File: src/rtl/ex_mem_stage_if.sv
// ID/EX -> EX/MEM bundle: the ID/EX register contents going into the execute stage,
// the EX/MEM register contents coming out of it, and the upstream stall.
interface ex_mem_stage_if;
  logic        in_valid;
  logic [1:0]  wb_in;
  logic [2:0]  m_in;
  logic [3:0]  ex_in;
  logic [31:0] reg1;
  logic [31:0] reg2;
  logic [31:0] sign_extend;
  logic [5:0]  funct;
  logic [4:0]  rt;
  logic [4:0]  rd;

  logic        stall;
  logic [1:0]  ex_wb;
  logic [2:0]  ex_m;
  logic [31:0] alu_result;
  logic [31:0] store_data;
  logic [4:0]  write_reg;
  logic        zero;

  // Upstream pipeline side: drives ID/EX, consumes EX/MEM and stall.
  modport master (
    output in_valid, wb_in, m_in, ex_in, reg1, reg2, sign_extend, funct, rt, rd,
    input  stall, ex_wb, ex_m, alu_result, store_data, write_reg, zero
  );

  // Execute stage side.
  modport slave (
    input  in_valid, wb_in, m_in, ex_in, reg1, reg2, sign_extend, funct, rt, rd,
    output stall, ex_wb, ex_m, alu_result, store_data, write_reg, zero
  );
endinterface

File: src/rtl/ex_mem_stage.sv
// Execute stage with EX/MEM pipeline register. Single-cycle ALU ops complete in one
// clock; mult runs a 32-iteration shift-add sequence while stalling the front end.
module ex_mem_stage (
  input  logic          clk,
  input  logic          rst,
  ex_mem_stage_if.slave bus
);

  typedef enum logic [1:0] {IDLE, BUSY, DONE} state_t;

  localparam logic [5:0] FN_ADD  = 6'h20;
  localparam logic [5:0] FN_SUB  = 6'h22;
  localparam logic [5:0] FN_AND  = 6'h24;
  localparam logic [5:0] FN_OR   = 6'h25;
  localparam logic [5:0] FN_SLT  = 6'h2A;
  localparam logic [5:0] FN_MULT = 6'h18;

  state_t      state;
  logic [4:0]  cnt;
  logic [31:0] mul_a;
  logic [31:0] mul_b;
  logic [31:0] mul_acc;
  logic [31:0] mul_store;
  logic [1:0]  mul_wb;
  logic [2:0]  mul_m;
  logic [4:0]  mul_dest;

  logic [31:0] op_b;
  logic [4:0]  dest;
  logic [31:0] alu_res;
  logic        is_mult;

  // NOTE: every output of a combinational block gets a default first; a path that
  // leaves one unassigned would infer a latch.
  always_comb begin
    op_b    = bus.ex_in[0] ? bus.sign_extend : bus.reg2;
    dest    = bus.ex_in[3] ? bus.rd : bus.rt;
    alu_res = '0;
    case (bus.ex_in[2:1])
      2'b00: alu_res = bus.reg1 + op_b;
      2'b01: alu_res = bus.reg1 - op_b;
      2'b11: alu_res = bus.reg1 | op_b;
      default: begin
        case (bus.funct)
          FN_ADD:  alu_res = bus.reg1 + op_b;
          FN_SUB:  alu_res = bus.reg1 - op_b;
          FN_AND:  alu_res = bus.reg1 & op_b;
          FN_OR:   alu_res = bus.reg1 | op_b;
          FN_SLT:  alu_res = {31'd0, $signed(bus.reg1) < $signed(op_b)};
          default: alu_res = '0;
        endcase
      end
    endcase
  end

  assign is_mult   = bus.in_valid && (bus.ex_in[2:1] == 2'b10) && (bus.funct == FN_MULT);
  assign bus.stall = ((state == IDLE) && is_mult) || (state == BUSY);

  // NOTE: state and pipeline outputs use non-blocking assignments so every register
  // samples the pre-edge values, independent of statement order.
  always_ff @(posedge clk) begin
    if (rst) begin
      state          <= IDLE;
      cnt            <= '0;
      bus.ex_wb      <= '0;
      bus.ex_m       <= '0;
      bus.alu_result <= '0;
      bus.store_data <= '0;
      bus.write_reg  <= '0;
      bus.zero       <= 1'b0;
    end else begin
      case (state)
        IDLE: begin
          if (is_mult) begin
            state          <= BUSY;
            cnt            <= '0;
            mul_a          <= bus.reg1;
            mul_b          <= op_b;
            mul_acc        <= '0;
            mul_store      <= bus.reg2;
            mul_wb         <= bus.wb_in;
            mul_m          <= bus.m_in;
            mul_dest       <= dest;
            bus.ex_wb      <= '0;
            bus.ex_m       <= '0;
          end else if (bus.in_valid) begin
            bus.ex_wb      <= bus.wb_in;
            bus.ex_m       <= bus.m_in;
            bus.alu_result <= alu_res;
            bus.store_data <= bus.reg2;
            bus.write_reg  <= dest;
            bus.zero       <= (alu_res == '0);
          end else begin
            bus.ex_wb      <= '0;
            bus.ex_m       <= '0;
            bus.alu_result <= '0;
            bus.store_data <= '0;
            bus.write_reg  <= '0;
            bus.zero       <= 1'b0;
          end
        end

        BUSY: begin
          // Low 32 bits of a two's-complement product equal the unsigned product's.
          if (mul_b[0]) mul_acc <= mul_acc + mul_a;
          mul_a     <= mul_a << 1;
          mul_b     <= mul_b >> 1;
          cnt       <= cnt + 5'd1;
          bus.ex_wb <= '0;
          bus.ex_m  <= '0;
          if (cnt == 5'd31) state <= DONE;
        end

        DONE: begin
          bus.ex_wb      <= mul_wb;
          bus.ex_m       <= mul_m;
          bus.alu_result <= mul_acc;
          bus.store_data <= mul_store;
          bus.write_reg  <= mul_dest;
          bus.zero       <= (mul_acc == '0);
          state          <= IDLE;
        end

        default: state <= IDLE;
      endcase
    end
  end

  // NOTE: the multiplier datapath registers carry no reset; they are always loaded
  // at mult accept before being read, so only control state needs clearing.

endmodule

File: src/flat_wrapper.sv
// flat-port wrapper written by rule: the top's interface ports become plain ports
module ex_mem_stage_flat 
  (clk, rst, bus_in_valid, bus_wb_in, bus_m_in, bus_ex_in, bus_reg1, bus_reg2, bus_sign_extend, bus_funct, bus_rt, bus_rd, bus_stall, bus_ex_wb, bus_ex_m, bus_alu_result, bus_store_data, bus_write_reg, bus_zero);
  ex_mem_stage_if bus_i ();
  input  logic clk;
  input  logic rst;
  input wire logic [$bits(bus_i.in_valid)-1:0] bus_in_valid;
  input wire logic [$bits(bus_i.wb_in)-1:0] bus_wb_in;
  input wire logic [$bits(bus_i.m_in)-1:0] bus_m_in;
  input wire logic [$bits(bus_i.ex_in)-1:0] bus_ex_in;
  input wire logic [$bits(bus_i.reg1)-1:0] bus_reg1;
  input wire logic [$bits(bus_i.reg2)-1:0] bus_reg2;
  input wire logic [$bits(bus_i.sign_extend)-1:0] bus_sign_extend;
  input wire logic [$bits(bus_i.funct)-1:0] bus_funct;
  input wire logic [$bits(bus_i.rt)-1:0] bus_rt;
  input wire logic [$bits(bus_i.rd)-1:0] bus_rd;
  output wire logic [$bits(bus_i.stall)-1:0] bus_stall;
  output wire logic [$bits(bus_i.ex_wb)-1:0] bus_ex_wb;
  output wire logic [$bits(bus_i.ex_m)-1:0] bus_ex_m;
  output wire logic [$bits(bus_i.alu_result)-1:0] bus_alu_result;
  output wire logic [$bits(bus_i.store_data)-1:0] bus_store_data;
  output wire logic [$bits(bus_i.write_reg)-1:0] bus_write_reg;
  output wire logic [$bits(bus_i.zero)-1:0] bus_zero;
  assign bus_i.in_valid = bus_in_valid;
  assign bus_i.wb_in = bus_wb_in;
  assign bus_i.m_in = bus_m_in;
  assign bus_i.ex_in = bus_ex_in;
  assign bus_i.reg1 = bus_reg1;
  assign bus_i.reg2 = bus_reg2;
  assign bus_i.sign_extend = bus_sign_extend;
  assign bus_i.funct = bus_funct;
  assign bus_i.rt = bus_rt;
  assign bus_i.rd = bus_rd;
  assign bus_stall = bus_i.stall;
  assign bus_ex_wb = bus_i.ex_wb;
  assign bus_ex_m = bus_i.ex_m;
  assign bus_alu_result = bus_i.alu_result;
  assign bus_store_data = bus_i.store_data;
  assign bus_write_reg = bus_i.write_reg;
  assign bus_zero = bus_i.zero;
  ex_mem_stage u_core (.clk(clk), .rst(rst), .bus(bus_i));
endmodule
File: config.mk
export PLATFORM = sky130hd
export DESIGN_NAME = ex_mem_stage_flat
export DESIGN_NICKNAME = d
export VERILOG_FILES = /design/src/rtl/ex_mem_stage_if.sv /design/src/rtl/ex_mem_stage.sv /design/src/flat_wrapper.sv
export SDC_FILE = /design/constraint.sdc
export NUM_CORES = 1
export LEC_CHECK = 0
export ABC_AREA = 1
export CAP_MARGIN = 20
export CORE_MARGIN = 5
export CORE_UTILIZATION = 40
export DETAILED_ROUTE_END_ITERATION = 8
export DONT_BUFFER_PORTS = 1
export HOLD_SLACK_MARGIN = 0.06
export PLACE_DENSITY_LB_ADDON = 0.2
export SETUP_SLACK_MARGIN = 0.4
export SLEW_MARGIN = 20
export SYNTH_ARGS = -nofsm -noshare
export SYNTH_HDL_FRONTEND = slang
export SYNTH_SLANG_ARGS = --single-unit
File: constraint.sdc
create_clock -name clk -period 8.3 [get_ports clk]
set_clock_uncertainty 0.1 [all_clocks]
set_input_delay 1.66 -clock clk [delete_from_list [all_inputs] [get_ports clk]]
set_output_delay 1.66 -clock clk [all_outputs]
set_load 0.01 [all_outputs]
### Word level (Yosys, flattened, before mapping)

Cells that the tools add are included.
W data, S select, Z words.

| word-level totals | value |
|---|---|
| bits in registers | 220 |
| output and inout port bits | 76 |
| word-level logic and storage cells | 90 |

| operators by class | value |
|---|---|
| add/sub/neg operators | 4 |
| magnitude comparators | 1 |
| eq/ne operators | 16 |
| mux-type cells | 34 |
| bitwise logic cells | 3 |
| reduce and logical (&&, ||, !) cells | 17 |

Operators by type and width:

| operator | number |
|---|---|
| $pmux W32 S2 | 5 |
| $mux W32 | 9 |
| $pmux W32 S5 | 1 |
| $pmux W32 S3 | 1 |
| $add A32 B32 Y32 | 2 |
| $logic_not A32 Y1 | 2 |
| $and A32 B32 Y32 | 1 |
| $lt A32 B32 Y1 | 1 |
| $or A32 B32 Y32 | 1 |
| $sub A32 B32 Y32 | 1 |
| $eq A6 B6 Y1 const B | 5 |
| $mux W5 | 4 |
| $pmux W5 S2 | 2 |
| $pmux W3 S3 | 1 |
| $mux W2 | 4 |
| $eq A2 B2 Y1 const B | 3 |
| $eq A6 B5 Y1 const B | 1 |
| $mux W3 | 2 |
| $pmux W2 S3 | 1 |
| $reduce_and A2 Y1 | 3 |
| $reduce_and A3 Y1 | 2 |
| $add A5 B1 Y5 const B | 1 |
| $eq A5 B5 Y1 const B | 1 |
| $eq A2 B1 Y1 const B | 2 |
| other kinds (12) | 19 |

### Depth between registers and ports, before layout

Gate-level depths: netlist of the first run.

| logic depth | value |
|---|---|
| word-level depth | 8 |
| gate-level depth with buffers | 26 |
| mapped depth without buffers | 25 |

### Worst setup path before layout of the first run

Ideal clock, no wire load.

| timing path | value |
|---|---|
| path kind | input -> register |
| start point | input port bus_ex_in[2] |
| end point | register u_core.state[0] |
| arrival | 6.990 ns |
| required time | 8.120 ns |
| setup slack | 1.130 ns |
| stages on the path | 9 |
| cell sequence | buf_2 inv_1 nor2_2 inv_1 nor3_1 nand3_1 nor4_1 o21ai_0 nand2_1 |

| on the way | value |
|---|---|
| word-level cells in the longest chain between the ends | 5 |

Ends and longest elaborated chain:

| element | line | source |
|---|---|---|
| start, declared | flat_wrapper.sv:10 | `input wire logic [$bits(bus_i.ex_in)-1:0] bus_ex_in;` |
| $eq A2 B2 Y1 | ex_mem_stage.sv:56 | `assign is_mult = bus.in_valid && (bus.ex_in[2:1] == 2'b10) && (bus.funct == FN_MULT);` |
| $logic_and A1 B1 Y1 (2 in series) | ex_mem_stage.sv:56 |  |
| $ne A2 B1 Y1 (no source line) | -- |  |
| $reduce_and A2 Y1 (no source line) | -- |  |
| end signal, assigned | ex_mem_stage.sv:63 | `state <= IDLE;` |
| end signal, assigned | ex_mem_stage.sv:75 | `state <= BUSY;` |
| end signal, assigned | ex_mem_stage.sv:111 | `if (cnt == 5'd31) state <= DONE;` |
| end, declared | ex_mem_stage.sv:18 | `state_t state;` |

No other way between the ends.
A chain may end at the register's enable or synchronous reset.

### Worst setup path in the final report of the first run

| timing path | value |
|---|---|
| start point | input port bus_ex_in[2] |
| end point | output port bus_stall |

| on the way | value |
|---|---|
| word-level cells in the longest chain between the ends | 5 |

Ends and longest elaborated chain:

| element | line | source |
|---|---|---|
| $eq A2 B2 Y1 | ex_mem_stage.sv:56 |  |
| $logic_and A1 B1 Y1 (2 in series) | ex_mem_stage.sv:56 |  |
| $logic_and A1 B1 Y1 | ex_mem_stage.sv:57 | `assign bus.stall = ((state == IDLE) && is_mult) \|\| (state == BUSY);` |
| $logic_or A1 B1 Y1 | ex_mem_stage.sv:57 |  |
| end, declared | flat_wrapper.sv:17 | `output wire logic [$bits(bus_i.stall)-1:0] bus_stall;` |

No other way between the ends.

==> results of run 1 <==
routing by layer:
layer | track usage [%] | wire length [um] | up-vias
li1 | - | - | 8770
met1 | 37.9 | 30100 | 8640
met2 | 42.8 | 31500 | 852
met3 | 4.73 | 6660 | 134
met4 | 8.81 | 2720 | 0
met5 | 0 | 0 | -
layout make-up:
type	instances	area, um2	area share [%]
clock buffer	37	753	3.85
clock inverter	13	140	0.716
inverter	396	1490	7.60
multi-input combinational	1961	10400	53.3
sequential	220	5790	29.6
tap	600	751	3.84
timing repair buffer	28	228	1.16
how the worst max path moves through the flow:
stage	slack, ns	cells after the start	endpoint	startpoint
CTS	3.22	7	bus_stall	bus_ex_in[2]
finish	3.10	7	bus_stall	bus_ex_in[2]
global route	3.05	7	bus_stall	bus_ex_in[2]
detailed placement	2.82	19	u_core.bus.zero$_SDFFE_PP0P_	bus_ex_in[0]
floorplan	1.13	9	u_core.state[0]$_SDFFE_PP0P_	bus_ex_in[2]
global placement	2.83	19	u_core.bus.zero$_SDFFE_PP0P_	bus_ex_in[0]
per-stage QoR:
stage | hold WS, ns | area [um2]
2_1_floorplan | 0.337 | 18100
3_3_place_gp | 0.352 | 18600
3_5_place_dp | 0.354 | 18600
4_1_cts | 0.363 | 19500
5_1_grt | 0.388 | 19600
6_report | 0.363 | 19600
power breakdown:
group,internal (uW),switching (uW)
clock network,702,486
logic,234,607
registers,1200,55.3
total,2140,1150
cell families (layout without fill, tap and decap cells):
family	count (synthesis)	in the layout	share of synthesized area, %
XOR/XNOR	3	3	0.145
buffers and inverters	501	474	10.7
multiplexers	5	5	0.311
AND/OR/NAND/NOR	1212	1212	28.3
adder cells (fa/ha/maj)	154	154	10.8
flip-flops	220	220	32.0
AO/OA/AOI/OAI	587	587	17.8
worst reg2reg max path: stages, from the launching register on:
cell	delay, ns
dfxtp_1	0.43
inv_1	0.10
ha_2	0.36
buf_4	0.39
nor2_4	0.18
buf_4	0.61
inv_1	0.42
o21ai_0	0.43
o211a_1	0.20
cell usage after synthesis, types with 4 or more instances:
library cell  count  area, um2
nand2_1         663       2490
inv_1           381       1430
nand3_1         246       1230
o21ai_0         234       1170
a21oi_1         224       1120
nor2_1          202        758
ha_1            151       1890
edfxtp_1        138       4140
dfxtp_1          82       1640
clkbuf_1         71        267
a22oi_1          37        278
nor3_1           25        125
buf_2            22        110
o22ai_1          20        125
nand4_1          19        119
or2_2            18        113
o21a_1           15        113
o21ai_1          13       65.1
inv_2            12       45.0
nor4_1           11       68.8
o21bai_1         11       82.6
a31oi_1          10       62.6
nor2_2           10       62.6
a21oi_2           7       61.3
buf_4             7       52.6
nand3b_1          6       45.0
mux2_2            5       56.3
buf_1             4       15.0
==> impl_metrics.ini, run 1 <==
[flow_run]
maxCapViolCount = 0

[worst_setup_path]
endpoint_kind = output port
slowest_stage = buf_4
critPathBufInv = 3
reg2regPathDepth = 8
cp_slowest_stage_delay_ns = 0.52
r2r-start = u_core.state[0]$_SDFFE_PP0P_
critPathKind = primary input to output port
critPathMaxFanout = 33
cp.required_ns = 6.54
timing.rr.end = u_core.bus.alu_result[26]$_SDFFE_PP0P_
crit_family = buffers and inverters
rrSetupSlack_ns = 5.03
cp.arrival_ns = 3.44
worstPathCellList = inv_1, nor2_2, buf_4, inv_1, nor4_2, nand2_1, nand2_1
critical_path.startpoint_type = primary input

[worst_hold_path]
hold_depth = 2
timing.hold.worst.class = flip-flop to flip-flop
hp-start = u_core.cnt[4]$_SDFFE_PP0P_
hold_end = u_core.cnt[4]$_SDFFE_PP0P_

[floorplanning]
die_x_um = 223
pin_count = 200
die-area_mm2 = 0.0496
start_util_pct = 40.1
rows = 78
design.core.area_mm2 = 0.0451
die_h_um = 223

[grt]
grt_remaining_overflow = 0
grt_pass1_vias = 17298
grt_max_degree = 85
track_usage_pct = 27.1
grt_pass1_wl_um = 105000
grt_antenna_before_repair = 1

[layout]
mostFrequentLayoutCells = nand2_1 (661), inv_1 (380), nand3_1 (246)
fillerInstances = 4798
stdcell_count = 3255
final_util_pct = 43.4
syn_to_final_growth_pct = 8.22
layout_commonest_cell = nand2_1
num-nets-final = 2912
layout-drive-gt1-share_pct = 5.46
n_antenna_cell = 0

[routing]
ant_nets = 0
drt-total-wl_um = 71000
wire_per_inst_um = 21.8
drtIter0Drc = 2048
vias = 18396
drc = 0
drt_pass1_iterations = 7
via_per_inst = 5.65

[sta]
hold_viol = 0
setup_viol = 0
fin_ws_ns = 3.10
fmax_ghz = 0.192
timing.slew.headroom_pct = 18.2
final.min_clock_period_ns = 5.20
final_max_slew_viol_count = 0
tns_ns = 0
rsz0062_at_grt = false
fin_crit_sh_pct = 62.7
worst_pin_slew_ns = 1.21

[cts]
clk_latency_ns = 0.56
cts_hold_buf = 0
htreeDepth = 1
cts_resized = 0
cts.sinks = 220
post-cts-setup-buffers = 0
cts_tree = done
cts.path.max_buffers = 3
clk_pin_slew_ns = 0.06
cts-root-buf = clkbuf_16
cts_inserted_buffers = 27

[synth]
synth_ff_type = edfxtp_1
synth_area_mm2 = 0.0181
synthDistinctLibCells = 54
synthesis.nets = 2960
synth_area_per_cell_um2 = 6.74
yosysWarnings = 0
yosysSeqAreaShare_pct = 32.0
syn_inst = 2682
synth_edf_count = 138
ys_seq_elements = 220
synthArstFlopShare_pct = 0

[run_status]
outcome = completed

[power]
ir_drop_v = 0.000153
total_power_uw = 3290
power_density_mw_per_mm2 = 168
leakage_uw = 0.00895

[placement]
dp_slack_ns = 2.82
dp_hpwl_um = 54800
dp.cells = 3204
port-buffer-count = 0
place_congestion = 1.04
(Power assumes the default switching activity.)
==> run 2: changes to the inputs <==
==> constraint.sdc (replaced) <==
create_clock -name clk -period 4.57 [get_ports clk]
set_clock_uncertainty 0.1 [all_clocks]
set_input_delay 0.914 -clock clk [delete_from_list [all_inputs] [get_ports clk]]
set_output_delay 0.914 -clock clk [all_outputs]
set_load 0.01 [all_outputs]
==> run 2 against run 1 <==
Against the previous run: critical path depth up 13; non-clock buffer count up 80; via count up 0.41%; combinational power up 96%; total power up 88%; die area unchanged; global-route usage up 1.1 points.
==> impl_metrics.ini, run 2 (same netlist as run 1, synthesis figures left out) <==
[run_status]
outcome = completed

[grt]
grt_max_degree = 90
grt_busiest_layer = met2
use_met3_pct = 5.47
grt_pass1_wl_um = 109000
grt_remaining_overflow = 0
met1_usage_pct = 38.6
grt_use_met2_pct = 44.8
grt_antenna_before_repair = 3
track_usage_pct = 28.2
grt_pass1_vias = 17719

[worst_setup_path]
critPathKind = primary input to flip-flop
endpoint_kind = flip-flop
cp.required_ns = 4.99
reg2regPathDepth = 13
critPathMaxFanout = 64
rrSetupSlack_ns = 1.33
r2r-start = u_core.mul_acc[0]$_SDFFCE_PN0P_
crit_start = bus_ex_in[0]
timing.rr.end = u_core.mul_acc[28]$_SDFFCE_PN0P_
cp.arrival_ns = 4.33
critical_path.startpoint_type = primary input

[cts]
cts_tree = done
clk_latency_ns = 0.59
cts.path.max_buffers = 3
cts_inserted_buffers = 26
cts.sinks = 220
cts-root-buf = clkbuf_16
htreeDepth = 1
cts_hold_buf = 0
clk_pin_slew_ns = 0.06

[placement]
dp.cells = 3285
port-buffer-count = 0
dp_hpwl_um = 57200
place_congestion = 1.02

[worst_hold_path]
timing.hold.worst.class = primary input to flip-flop
hold_depth = 0
hp-start = bus_reg2[20]
hold_end = u_core.mul_store[20]$_DFFE_PP_

[routing]
drt-total-wl_um = 73800
drc = 0
drt_pass1_iterations = 5
wire_per_inst_um = 22.1
ant_nets = 0
via_per_inst = 5.54
drtIter0Drc = 1722
vias = 18472

[sta]
final.min_clock_period_ns = 3.91
setup_viol = 0
fin_crit_sh_pct = 85.5
final_max_slew_viol_count = 0
fmax_ghz = 0.256
worst_pin_slew_ns = 0.992
timing.slew.headroom_pct = 33.9
hold_viol = 0
fin_hold_ws_ns = 0.312
rsz0062_at_grt = false

[layout]
stdcell_count = 3333
mostFrequentLayoutCells = nand2_1 (662), inv_1 (379), nand3_1 (246)
layout_commonest_cell = nand2_1
syn_to_final_growth_pct = 11.6
layout-drive-gt1-share_pct = 8.27
num-nets-final = 2991
final_util_pct = 44.8

[floorplanning]
rows = 78
start_util_pct = 40.1
design.core.area_mm2 = 0.0451
die_h_um = 223
die-area_mm2 = 0.0496
die_x_um = 223
pin_count = 200

[power]
power_density_mw_per_mm2 = 305
total_power_uw = 6160
leakage_uw = 0.00933
ir_drop_v = 0.000270

[flow_run]
maxCapViolCount = 0
-- run 2: cell count changes in the layout (fill, tap and decap cells not counted), sizes merged --
cell	delta
buf	+80
clkbuf	-5
clkinv	+3
diode	+1
inv	-1
-- run 2: worst max-delay path by stage --
stage,endpoint,cells past startpoint
final,u_core.bus.zero$_SDFFE_PP0P_,20
after detailed placement,u_core.bus.zero$_SDFFE_PP0P_,20
after global placement,u_core.bus.zero$_SDFFE_PP0P_,20
after CTS,u_core.bus.zero$_SDFFE_PP0P_,20
after global routing,u_core.bus.zero$_SDFFE_PP0P_,20
after floorplan,u_core.mul_acc[0]$_SDFFCE_PN0P_,10
-- run 2: worst max-delay path: stages --
cell	delay, ns
o21ai_0	0.33
buf_4	0.22
inv_1	0.06
ha_1	0.21
fa_1	0.43
inv_1	0.13
nand3_1	0.11
nand3_1	0.21
nand2_1	0.11
nand3_1	0.22
nand2_1	0.11
nand3_1	0.08
nand3_1	0.09
a21oi_2	0.28
nand3_1	0.17
nor2_1	0.25
nand3_1	0.10
nor2_1	0.10
nand2_1	0.08
a21oi_2	0.10
-- run 2: what timing repair did --
item / CTS / global route
resized for setup: 0 / 1
buffers inserted: 0 / 0
setup endpoints to repair: 0 / 1
endpoints found under the hold margin: 0 / 0
-- run 2: per-stage QoR --
stage	setup slack (ns)	area [um2]	setup TNS [ns]
floorplan	0.519	18100	0
global placement	-0.0510	19300	-0.0510
detailed placement	0.0159	19300	0
CTS	0.622	20200	0
global route	0.473	20200	0
finish	0.662	20200	0
-- run 2: power breakdown --
group	internal [uW]	switching [uW]	total, uW	leakage (uW)
registers	2180	102	2290	0.00194
logic	516	1130	1650	0.00695
clock network	1290	946	2230	0.000443
total	3990	2180	6160	0.00933
-- run 2: final cells by class --
type	instances	area, um2
Multi-Input combinational cell	1961	10400
Clock inverter	15	161
Clock buffer	32	747
Antenna cell	1	2.50
Fill cell	4740	24900
Timing Repair Buffer	108	823
Tap cell	600	751
Sequential cell	220	5790
Inverter	396	1490
-- run 2: metal layers --
layer | up-vias | routed length [um]
met5 | - | 7
met4 | 2 | 2990
met3 | 134 | 5940
met2 | 752 | 32700
met1 | 8665 | 32100
li1 | 8919 | -
==> run 3: changes to the inputs <==
--- a/config.mk
+++ b/config.mk
@@ -14,7 +14,6 @@
 export HOLD_SLACK_MARGIN = 0.06
 export PLACE_DENSITY_LB_ADDON = 0.2
 export SETUP_SLACK_MARGIN = 0.4
-export SLEW_MARGIN = 20
 export SYNTH_ARGS = -nofsm -noshare
 export SYNTH_HDL_FRONTEND = slang
 export SYNTH_SLANG_ARGS = --single-unit
==> results of run 3 <==
Same layout as run 2: the final DEF is identical, and so are final timing and power.
